[config.mk]
export PLATFORM = sky130hd
export DESIGN_NAME = uart_transmitter
export DESIGN_NICKNAME = d
export VERILOG_FILES = /design/src/rtl/uart_transmitter.sv
export SDC_FILE = /design/constraint.sdc
export NUM_CORES = 1
export LEC_CHECK = 0
export BUFFER_PORTS_ARGS = -buffer_cell sky130_fd_sc_hd__buf_2
export CORE_UTILIZATION = 50
export DETAILED_ROUTE_END_ITERATION = 10
export GPL_ROUTABILITY_DRIVEN = 0
export PLACE_DENSITY = 0.71
export REMOVE_ABC_BUFFERS = 1
export SLEW_MARGIN = 20
export SYNTH_ARGS = -nofsm -noshare
export SYNTH_HDL_FRONTEND = slang
export SYNTH_SLANG_ARGS = --single-unit
export TNS_END_PERCENT = 10
[constraint.sdc]
create_clock -name clk_100MHz -period 2.2 [get_ports clk_100MHz]
set_input_delay 0.33 -clock clk_100MHz [delete_from_list [all_inputs] [get_ports clk_100MHz]]
set_output_delay 0.33 -clock clk_100MHz [all_outputs]
set_load 0.02 [all_outputs]
[src/rtl/uart_transmitter.sv]
// 8N1 UART transmitter, LSB first, registered outputs.
// Define UART_TX_PARITY_EN to insert an even-parity bit before the stop bit.
module uart_transmitter #(
  parameter int CLKS_PER_BIT = 10416,
  parameter int DATA_BITS    = 8
) (
  input  logic                 clk_100MHz,
  input  logic                 rst,
  input  logic                 Tx_start,
  input  logic [DATA_BITS-1:0] Din,
  output logic                 Tx,
  output logic                 Tx_busy,
  output logic                 Tx_done
);

  localparam int BW = (CLKS_PER_BIT > 1) ? $clog2(CLKS_PER_BIT) : 1;
  localparam int IW = (DATA_BITS > 1) ? $clog2(DATA_BITS) : 1;
  localparam logic [BW-1:0] BAUD_LAST = BW'(CLKS_PER_BIT - 1);
  localparam logic [BW-1:0] STOP_LAST = BW'(CLKS_PER_BIT - 2);
  localparam logic [IW-1:0] IDX_LAST  = IW'(DATA_BITS - 1);

  typedef enum logic [2:0] {
    IDLE,
    START,
    DATA,
`ifdef UART_TX_PARITY_EN
    PARITY,
`endif
    STOP
  } state_t;

  state_t               state;
  logic [BW-1:0]        baud_cnt;
  logic [IW-1:0]        bit_idx;
  logic [DATA_BITS-1:0] shift_reg;
  logic                 baud_end;
`ifdef UART_TX_PARITY_EN
  logic                 parity;
`endif

  assign baud_end = (baud_cnt == BAUD_LAST);

  always_ff @(posedge clk_100MHz or negedge rst) begin
    if (!rst) begin
      state     <= IDLE;
      baud_cnt  <= '0;
      bit_idx   <= '0;
      shift_reg <= '0;
      Tx        <= 1'b1;
      Tx_busy   <= 1'b0;
      Tx_done   <= 1'b0;
`ifdef UART_TX_PARITY_EN
      parity    <= 1'b0;
`endif
    end else begin
      Tx_done <= 1'b0;
      unique case (state)
        IDLE: begin
          Tx       <= 1'b1;
          Tx_busy  <= 1'b0;
          baud_cnt <= '0;
          bit_idx  <= '0;
          if (Tx_start) begin
            shift_reg <= Din;
`ifdef UART_TX_PARITY_EN
            parity    <= ^Din;
`endif
            Tx        <= 1'b0;
            Tx_busy   <= 1'b1;
            state     <= START;
          end
        end
        START: begin
          if (baud_end) begin
            baud_cnt <= '0;
            Tx       <= shift_reg[0];
            state    <= DATA;
          end else begin
            baud_cnt <= baud_cnt + 1'b1;
          end
        end
        DATA: begin
          if (baud_end) begin
            baud_cnt <= '0;
            if (bit_idx == IDX_LAST) begin
`ifdef UART_TX_PARITY_EN
              Tx    <= parity;
              state <= PARITY;
`else
              Tx    <= 1'b1;
              state <= STOP;
`endif
            end else begin
              Tx        <= shift_reg[1];
              shift_reg <= shift_reg >> 1;
              bit_idx   <= bit_idx + 1'b1;
            end
          end else begin
            baud_cnt <= baud_cnt + 1'b1;
          end
        end
`ifdef UART_TX_PARITY_EN
        PARITY: begin
          if (baud_end) begin
            baud_cnt <= '0;
            Tx       <= 1'b1;
            state    <= STOP;
          end else begin
            baud_cnt <= baud_cnt + 1'b1;
          end
        end
`endif
        // Leave one cycle early: the done cycle is the stop bit's last
        // cycle, so a start accepted there follows with no idle gap.
        STOP: begin
          if (baud_cnt == STOP_LAST) begin
            baud_cnt <= '0;
            Tx_busy  <= 1'b0;
            Tx_done  <= 1'b1;
            state    <= IDLE;
          end else begin
            baud_cnt <= baud_cnt + 1'b1;
          end
        end
        default: state <= IDLE;
      endcase
    end
  end

endmodule

==> flow_metrics.env, run 1 <==
export IMPL_fin_tns_setup_ns=0
export IMPL_cts_tree="done"
export IMPL_clkSinkCount=30
export IMPL_portBuffers=13
export IMPL_drv_cap=0
export IMPL_clkSlewWorstSetupHoldPaths_ns=0.09
export IMPL_track_usage_pct=20.8
export IMPL_rsz0062_at_grt="true"
export IMPL_antenna_found_initial=0
export IMPL_cts_root_buf="clkbuf_4"
export IMPL_seq_area_frac_synth_pct=46.7
export IMPL_clock_latency_ns=0.33
export IMPL_overflow=0
export IMPL_via_per_inst=5.28
export IMPL_synth_fa_ha_area_share_pct=6.22
export IMPL_grt_max_degree=31
export IMPL_setup_viol=0
export IMPL_place_hpwl_um=2160
export IMPL_peakVddDrop_uv=472
export IMPL_power_density_nw_per_um2=1150
export IMPL_reg2reg_setup_slack_ns=0.07
export IMPL_die_width_um=58.8
export IMPL_slew_viol_final=0
export IMPL_p_leak_nw=0.903
export IMPL_synth_compound_area_share_pct=5.13
export IMPL_finalClockSkew_ns=0.0129
export IMPL_largest_reg_flops=14
export IMPL_grt_pass1_vias=1211
export IMPL_critPathMaxFanout=8
export IMPL_reg2reg_depth=6
export IMPL_dp_cells=206
export IMPL_post_route_drc_count=0
export IMPL_die_area_um2=3450
export IMPL_avgSynthCellArea_um2=11.1
export IMPL_final_hold_viol_count=0
export IMPL_start_util_pct=52.7
export IMPL_crit_type="flop to flop"
export IMPL_worstMarginPinSlew_ns=0.676
export IMPL_fmaxAchievable_mhz=470
export IMPL_first_iter_violations=71
export IMPL_yosys_warnings=0
export IMPL_drive_above_1_share_pct=27.6
export IMPL_cts_buffers_inserted=5
export IMPL_area_growth_pct=16.2
export IMPL_netlist_instances=145
export IMPL_ys_ff_latch=30
export IMPL_arrival_ns=2.35
export IMPL_cts_htree_levels=2
export IMPL_firstDrtPassIters=4
export IMPL_nNetsFinal=192
export IMPL_fp_coreArea_um2=3050
export IMPL_synth_top_family_by_area="simple AND/OR/NAND/NOR gates"
export IMPL_antenna_cells=0
export IMPL_cts_resized=0
export IMPL_regToRegEndpoint="shift_reg[3]$_DFFE_PN0P_"
export IMPL_ant_nets=0
export IMPL_r2r_start="baud_cnt[8]$_DFFE_PN0P_"
export IMPL_synth_simple_gate_area_share_pct=21.0
export IMPL_hold_ws_ns=0.0261
export IMPL_startpoint_type="flop"
export IMPL_fin_crit_sh_pct=96.8
export IMPL_post_place_ws_ns=-0.0287
export IMPL_cts_hold_buf=0
export IMPL_endpoint="shift_reg[3]$_DFFE_PN0P_"
export IMPL_worstSetupStartpoint="baud_cnt[8]$_DFFE_PN0P_"
export IMPL_avgRoutedWirePerCell_um=13.8
export IMPL_final_cells=218
export IMPL_rows=20
export IMPL_die_y_um=58.8
export IMPL_crit_required_ns=2.42
export IMPL_n_fill_cell=275
export IMPL_ios=14
export IMPL_synth_cell_type_count=32
export IMPL_synth_mux_area_share_pct=12.7
export IMPL_slew_headroom_pct=54.9
export IMPL_period_minus_slack_ns=2.13
export IMPL_hp_class="input pin to asynchronous set/reset pin"
export IMPL_grt_pass1_wl_um=5260
export IMPL_vias=1150
export IMPL_p_total_mw=2.16
export IMPL_routed_wl_um=3000
export IMPL_clockBufferDepth=2
export IMPL_status="finished, final reports clean"
export IMPL_cp_end_kind="flop"
export IMPL_synth_xor_area_share_pct=6.53
export IMPL_setup_ws_ns=0.0701
export IMPL_netlist_area_um2=1610
## cell type report
cell class	instances	area, µm²	share of cell area, %
Clock buffer	8	48.8	2.61
Inverter	5	18.8	1.00
Multi-Input combinational cell	108	831	44.4
Sequential cell	30	752	40.2
Tap cell	44	55.1	2.94
Timing Repair Buffer	23	165	8.83
## cell usage in the layout, fill, tap and decap left out, types with 4 or more instances in the layout
cell      Yosys  final
ha_1          8      8
o21ai_0       4      4
buf_2         1     13
xnor2_1       5      5
inv_1         5      5
clkbuf_4      0      5
xor2_1        7      7
nand3_1      11     11
nor2_1       21     21
dfrtp_1      29     29
buf_4         0      8
mux2_2        8      8
mux2_4        7      7
nand2_1       8      8
nand2b_1      4      4
## power by group
group	switching (mW)	internal (mW)
Combinational	0.500	0.564
Sequential	0.0974	0.694
Clock	0.177	0.127
Total	0.774	1.39
## synthesized netlist by cell type
library cell  number  area share, %
dfrtp_1           29             45
nor2_1            21            4.9
nand3_1           11            3.4
ha_1               8            6.2
mux2_2             8            5.6
nand2_1            8            1.9
mux2_4             7            6.5
xor2_1             7            3.8
inv_1              5            1.2
xnor2_1            5            2.7
nand2b_1           4            1.6
o21ai_0            4            1.2
and3_1             3            1.2
and4_1             3            1.6
nor2b_1            3            1.2
nor4_1             2           0.78
o2bb2ai_1          2            1.1
a21o_1             1           0.47
a21oi_4            1            1.0
and2_1             1           0.39
buf_2              1           0.31
clkbuf_1           1           0.23
dfstp_2            1            1.6
mux2i_1            1           0.62
nand2_4            1           0.70
nand4_1            1           0.39
nand4bb_1          1           0.70
nor4b_4            1            1.5
o211ai_1           1           0.47
o22ai_1            1           0.39
o31ai_1            1           0.47
or4b_4             1           0.85
## through the flow
step / instance area, µm² / util [%]
after floorplan: 1600 / -
after global placement: 1780 / 58.3
after detailed placement: 1780 / 58.3
after CTS: 1850 / 60.5
after global routing: 1870 / 61.3
final: 1870 / 61.3
## repair_timing
| action | CTS | global route |
|---|---|---|
| setup buffers | 1 | 3 |
| pin swaps | 1 | 3 |
| endpoints found under the setup margin | 7 | 12 |
## how the worst min path moves through the flow
stage / end / cells after the start / slack [ns]
after floorplan: Tx_busy$_DFFE_PN0P_ / 0 / 0.03
after global placement: state[1]$_DFFE_PN0P_ / 1 / 0.39
after detailed placement: state[1]$_DFFE_PN0P_ / 1 / 0.40
after CTS: shift_reg[0]$_DFFE_PN0P_ / 1 / 0.04
after global routing: shift_reg[0]$_DFFE_PN0P_ / 1 / 0.05
final: state[0]$_DFFE_PN0P_ / 1 / 0.03
## layer usage
metal	vias to the layer above	global-route usage, %	part of all wire, %
li1	557	-	-
met1	570	23.3	44
met2	17	35.4	51
met3	6	7.47	3.7
met4	0	9.18	1.7
met5	-	0	0
## logic make-up (layout without fill, tap and decap cells)
| family | count (synthesis) | after routing |
|---|---|---|
| mux | 16 | 16 |
| compound gates | 11 | 11 |
| flops | 30 | 30 |
| simple gates | 61 | 61 |
| xor+xnor | 12 | 12 |
| buf+inv | 7 | 36 |
| fa+ha+maj | 8 | 8 |
## worst max-delay path: stages (launching register included)
cell and delay [ns]:
dfrtp_1 0.39, or4b_4 0.58, nor4b_4 0.37, nand2_4 0.10, a21oi_4 0.15, buf_12 0.15, mux2_4 0.30
Power figures use the tool's default switching activity.
==> run 2: changes to the inputs <==
ABC_AREA = 1   (was unset)
==> flow_metrics.env, run 2 <==
export IMPL_cts_resized=0
export IMPL_final_hold_viol_count=0
export IMPL_placed_area_um2=1810
export IMPL_fin_area_um2=1860
export IMPL_period_minus_slack_ns=1.78
export IMPL_die_y_um=60.4
export IMPL_finalClockSkew_ns=0.00726
export IMPL_arrival_ns=2.00
export IMPL_ios=14
export IMPL_rsz0062_at_grt="false"
export IMPL_final_cells=282
export IMPL_place_hpwl_um=2260
export IMPL_seq_area_frac_synth_pct=44.2
export IMPL_portBuffers=13
export IMPL_clkSlewWorstSetupHoldPaths_ns=0.09
export IMPL_vias=1425
export IMPL_final_cell_mix="nand2_1 (76), dfrtp_1 (29), nor2_1 (29)"
export IMPL_netlist_top_cells_area="dfrtp_1 (43%), nand2_1 (17%), nor2_1 (6.4%)"
export IMPL_yosys_warnings=0
export IMPL_rows=20
export IMPL_fin_crit_sh_pct=80.7
export IMPL_fin_tns_setup_ns=0
export IMPL_yosys_top_cells_count="nand2_1 (76), dfrtp_1 (29), nor2_1 (29)"
export IMPL_via_per_inst=5.05
export IMPL_firstDrtPassIters=4
export IMPL_crit_type="flop to flop"
export IMPL_grt_pass1_wl_um=5310
export IMPL_netlist_instances=219
export IMPL_yosys_area_top_type="dfrtp_1"
export IMPL_status="finished, final reports clean"
export IMPL_synth_async_reset_ratio_pct=100
export IMPL_drv_cap=0
export IMPL_first_iter_violations=99
export IMPL_antenna_found_initial=0
export IMPL_avgRoutedWirePerCell_um=11.2
export IMPL_ys_ff_latch=30
export IMPL_startpoint_type="flop"
export IMPL_area_growth_pct=9.18
export IMPL_cts_hold_buf=0
export IMPL_largest_reg_flops=14
export IMPL_ant_nets=0
export IMPL_synth_flop_cell="dfrtp_1"
export IMPL_grt_pass1_vias=1220
export IMPL_cts_htree_levels=2
export IMPL_reg2reg_setup_slack_ns=0.42
export IMPL_synth_most_common_cell="nand2_1"
export IMPL_crit_required_ns=2.42
export IMPL_fp_coreArea_um2=3150
export IMPL_drive_above_1_share_pct=13.0
export IMPL_netlist_area_um2=1700
export IMPL_post_route_drc_count=0
export IMPL_grt_max_degree=31
export IMPL_cts_root_buf="clkbuf_4"
export IMPL_die_area_um2=3640
export IMPL_slew_headroom_pct=55.4
export IMPL_clockBufferDepth=2
export IMPL_hp_class="input pin to asynchronous set/reset pin"
export IMPL_fmaxAchievable_mhz=563
export IMPL_peakVddDrop_uv=418
export IMPL_antenna_cells=0
export IMPL_critPathMaxFanout=10
export IMPL_cts_tree="done"
export IMPL_p_leak_nw=0.929
export IMPL_synth_cell_type_count=28
export IMPL_synth_top_area_share_pct=42.6
export IMPL_routed_wl_um=3170
export IMPL_power_density_nw_per_um2=1070
export IMPL_overflow=0
export IMPL_clkSinkCount=30
export IMPL_cts_buffers_inserted=5
export IMPL_synth_edff_count=0
export IMPL_setup_viol=0
export IMPL_die_width_um=60.4
export IMPL_nNetsFinal=257
export IMPL_worstMarginPinSlew_ns=0.668
export IMPL_avgSynthCellArea_um2=7.78
export IMPL_start_util_pct=54.0
export IMPL_dp_cells=275
export IMPL_final_common_cell="nand2_1"
export IMPL_track_usage_pct=20.1
export IMPL_slew_viol_final=0
export IMPL_n_fill_cell=305
export IMPL_cts_setup_buffers=0
export IMPL_clock_latency_ns=0.33
export IMPL_cp_end_kind="flop"
-- run 2: layer usage --
layer  up-vias  routed length [µm]  track usage, %
met4         0                  51            8.64
met2        28                1410            30.0
li1        740                   -               -
met3         6                 148            5.76
met5         -                   0               0
met1       651                1560            27.2
-- run 2: final timing paths --
| path | from | end | cells past startpoint |
|---|---|---|---|
| setup / recovery | state[0]$_DFFE_PN0P_ | shift_reg[3]$_DFFE_PN0P_ | 7 |
| hold / removal | rst | baud_cnt[9]$_DFFE_PN0P_ | 1 |
| setup reg to reg | state[0]$_DFFE_PN0P_ | shift_reg[3]$_DFFE_PN0P_ | 7 |
| hold reg to reg | Tx$_DFFE_PN1P_ | Tx$_DFFE_PN1P_ | 2 |
| max in group asynchronous | rst | shift_reg[4]$_DFFE_PN0P_ | 1 |
| min in group clk_100MHz | Tx_start | Tx_busy$_DFFE_PN0P_ | 3 |
-- run 2: where the power goes --
| part | switching (mW) | leakage, nW | internal [mW] |
|---|---|---|---|
| Sequential | 0.0798 | 0.397 | 0.685 |
| Combinational | 0.620 | 0.506 | 0.304 |
| Clock | 0.178 | 0.0254 | 0.120 |
| Total | 0.878 | 0.929 | 1.11 |
-- run 2: through the flow --
step	total power [mW]	hold slack, ns	worst slack, ns	utilization [%]
2_1_floorplan	1.46	0.0344	0.487	-
3_5_place_dp	1.70	0.406	0.471	57.5
6_report	1.99	0.0298	0.424	59.0
5_1_grt	2.17	0.0547	0.246	59.0
3_3_place_gp	1.68	0.406	0.481	57.5
4_1_cts	2.01	0.0453	0.458	59.0
-- run 2: critical path, stage by stage, from the launching register on --
cell	delay (ns)
dfrtp_1	0.43
inv_1	0.10
ha_1	0.29
nor2_1	0.10
a21oi_2	0.41
nand3_4	0.19
nand2_1	0.11
nand2_1	0.05
-- run 2: final cells by class --
cell class	count	area (µm²)	share of cell area, %
sequential	30	752	40.4
tap	44	55.1	2.96
timing repair buffer	14	72.6	3.90
multi-input combinational	167	860	46.2
inverter	20	75.1	4.04
clock buffer	7	45.0	2.42
-- run 2: cell families (layout without fill, tap and decap cells) --
group           after synthesis  in the layout  share of synthesized area [%]
xor+xnor                      8              8                           4.11
fa+ha+maj                     8              8                           5.88
buf+inv                      22             41                           5.36
compound gates               12             12                           4.26
flops                        30             30                           44.2
simple gates                139            139                           36.2
==> run 3: changes to the inputs <==
ABC_AREA = 0   (was 1)
PLACE_DENSITY = 0.69   (was 0.71)
clock period = 1.7 ns   (was 2.2 ns; I/O delays follow)
==> flow_metrics.env, run 3 (synthesized netlist as in run 1, its figures left out) <==
export IMPL_period_minus_slack_ns=2.10
export IMPL_cts_root_buf="clkbuf_4"
export IMPL_rsz0062_at_grt="true"
export IMPL_post_route_drc_count=0
export IMPL_dp_cells=236
export IMPL_worstHoldStart="Din[7]"
export IMPL_status="complete, but fails checks"
export IMPL_worstSetupStartpoint="baud_cnt[10]$_DFFE_PN0P_"
export IMPL_drive_above_1_share_pct=41.7
export IMPL_hold_ws_ns=0.133
export IMPL_via_per_inst=5.02
export IMPL_setup_viol=29
export IMPL_first_iter_violations=56
export IMPL_crit_type="flop to flop"
export IMPL_final_cells=250
export IMPL_drv_cap=0
export IMPL_fin_area_um2=2190
export IMPL_overflow=0
export IMPL_critPathMaxFanout=8
export IMPL_fmaxAchievable_mhz=477
export IMPL_crit_buf_inv=1
export IMPL_crit_family="simple AND/OR/NAND/NOR gates"
export IMPL_slew_headroom_pct=56.6
export IMPL_clock_latency_ns=0.34
export IMPL_grt_max_degree=31
export IMPL_cts_tree="done"
export IMPL_area_growth_pct=35.7
export IMPL_peakVddDrop_uv=919
export IMPL_clkSlewWorstSetupHoldPaths_ns=0.11
export IMPL_ios=14
export IMPL_p_leak_nw=1.10
export IMPL_cts_htree_levels=2
export IMPL_track_usage_pct=22.2
export IMPL_avgRoutedWirePerCell_um=13.1
export IMPL_cts_buffers_inserted=5
export IMPL_antenna_found_initial=0
export IMPL_final_common_cell="buf_4"
export IMPL_rows=20
export IMPL_firstDrtPassIters=4
export IMPL_startpoint_type="flop"
export IMPL_crit_path_max_incr_delay_ns=0.57
export IMPL_start_util_pct=52.7
export IMPL_finalClockSkew_ns=0.0141
export IMPL_slew_viol_final=0
export IMPL_antenna_cells=0
export IMPL_violations="setup timing"
export IMPL_place_hpwl_um=2400
export IMPL_placed_area_um2=2020
export IMPL_p_total_mw=3.26
export IMPL_r2r_start="baud_cnt[10]$_DFFE_PN0P_"
export IMPL_die_width_um=58.8
export IMPL_ant_nets=0
export IMPL_grt_pass1_wl_um=5630
export IMPL_die_y_um=58.8
export IMPL_utilization_pct=71.6
export IMPL_arrival_ns=2.32
export IMPL_worstMarginPinSlew_ns=0.651
export IMPL_fp_coreArea_um2=3050
export IMPL_fin_crit_sh_pct=123
export IMPL_power_density_nw_per_um2=1490
export IMPL_cp_slowest_cell="or4b_4"
export IMPL_setup_ws_ns=-0.396
export IMPL_largest_reg_flops=14
export IMPL_nNetsFinal=224
export IMPL_routed_wl_um=3280
export IMPL_clockBufferDepth=2
export IMPL_final_hold_viol_count=0
export IMPL_hp_class="input pin to flop"
export IMPL_vias=1255
export IMPL_portBuffers=13
export IMPL_grt_pass1_vias=1281
export IMPL_final_cell_mix="buf_4 (38), dfrtp_1 (29), nor2_1 (20)"
export IMPL_cp_end_kind="flop"
export IMPL_crit_chain="or4b_4 -> nor4b_4 -> nand2_4 -> a21oi_4 -> buf_12 -> mux2_4"
export IMPL_die_area_um2=3450
export IMPL_crit_required_ns=1.92
export IMPL_clkSinkCount=30
-- run 3: cell type report --
class                      count  area (µm²)
timing repair buffer          55         412
clock inverter                 2        37.5
tap                           44        55.1
clock buffer                   6        41.3
inverter                       5        18.8
sequential                    30         752
fill                         234         867
multi-input combinational    108         870
-- run 3: worst paths after layout --
path | slack (ns) | to | cells after the start
min in group asynchronous | 0.47 | shift_reg[0]$_DFFE_PN0P_ | 2
worst min register to register | 0.51 | bit_idx[2]$_DFFE_PN0P_ | 2
worst min-delay path | 0.13 | shift_reg[7]$_DFFE_PN0P_ | 2
worst max-delay path | -0.40 | shift_reg[2]$_DFFE_PN0P_ | 6
worst max register to register | -0.40 | shift_reg[2]$_DFFE_PN0P_ | 6
max in group asynchronous | 0.80 | baud_cnt[11]$_DFFE_PN0P_ | 2
-- run 3: per-layer routing --
metal / vias up / wire length [µm] / global-route usage (%)
li1: 622 / - / -
met1: 599 / 1420 / 26.9
met2: 28 / 1660 / 36.4
met3: 6 / 135 / 6.37
met4: 0 / 55 / 10.5
met5: - / 0 / 0
-- run 3: repair_timing --
item	in CTS	in global routing
pin swaps	5	4
hold buffers	1	0
buffers inserted	3	2
gates resized for setup	6	3
hold endpoints to repair	29	0
cloned	0	0
endpoints found under the setup margin	29	29
-- run 3: power breakdown --
| part | total (mW) | internal (mW) | switching, mW |
|---|---|---|---|
| clock network | 0.574 | 0.310 | 0.264 |
| logic | 1.69 | 0.945 | 0.743 |
| registers | 0.999 | 0.898 | 0.100 |
| total | 3.26 | 2.15 | 1.11 |
-- run 3: through the flow --
step	setup WS (ns)	TNS (ns)
2_1_floorplan	-0.519	-8.48
3_3_place_gp	-0.358	-7.57
3_5_place_dp	-0.436	-9.68
4_1_cts	-0.410	-9.78
5_1_grt	-0.476	-11.97
6_report	-0.396	-9.56
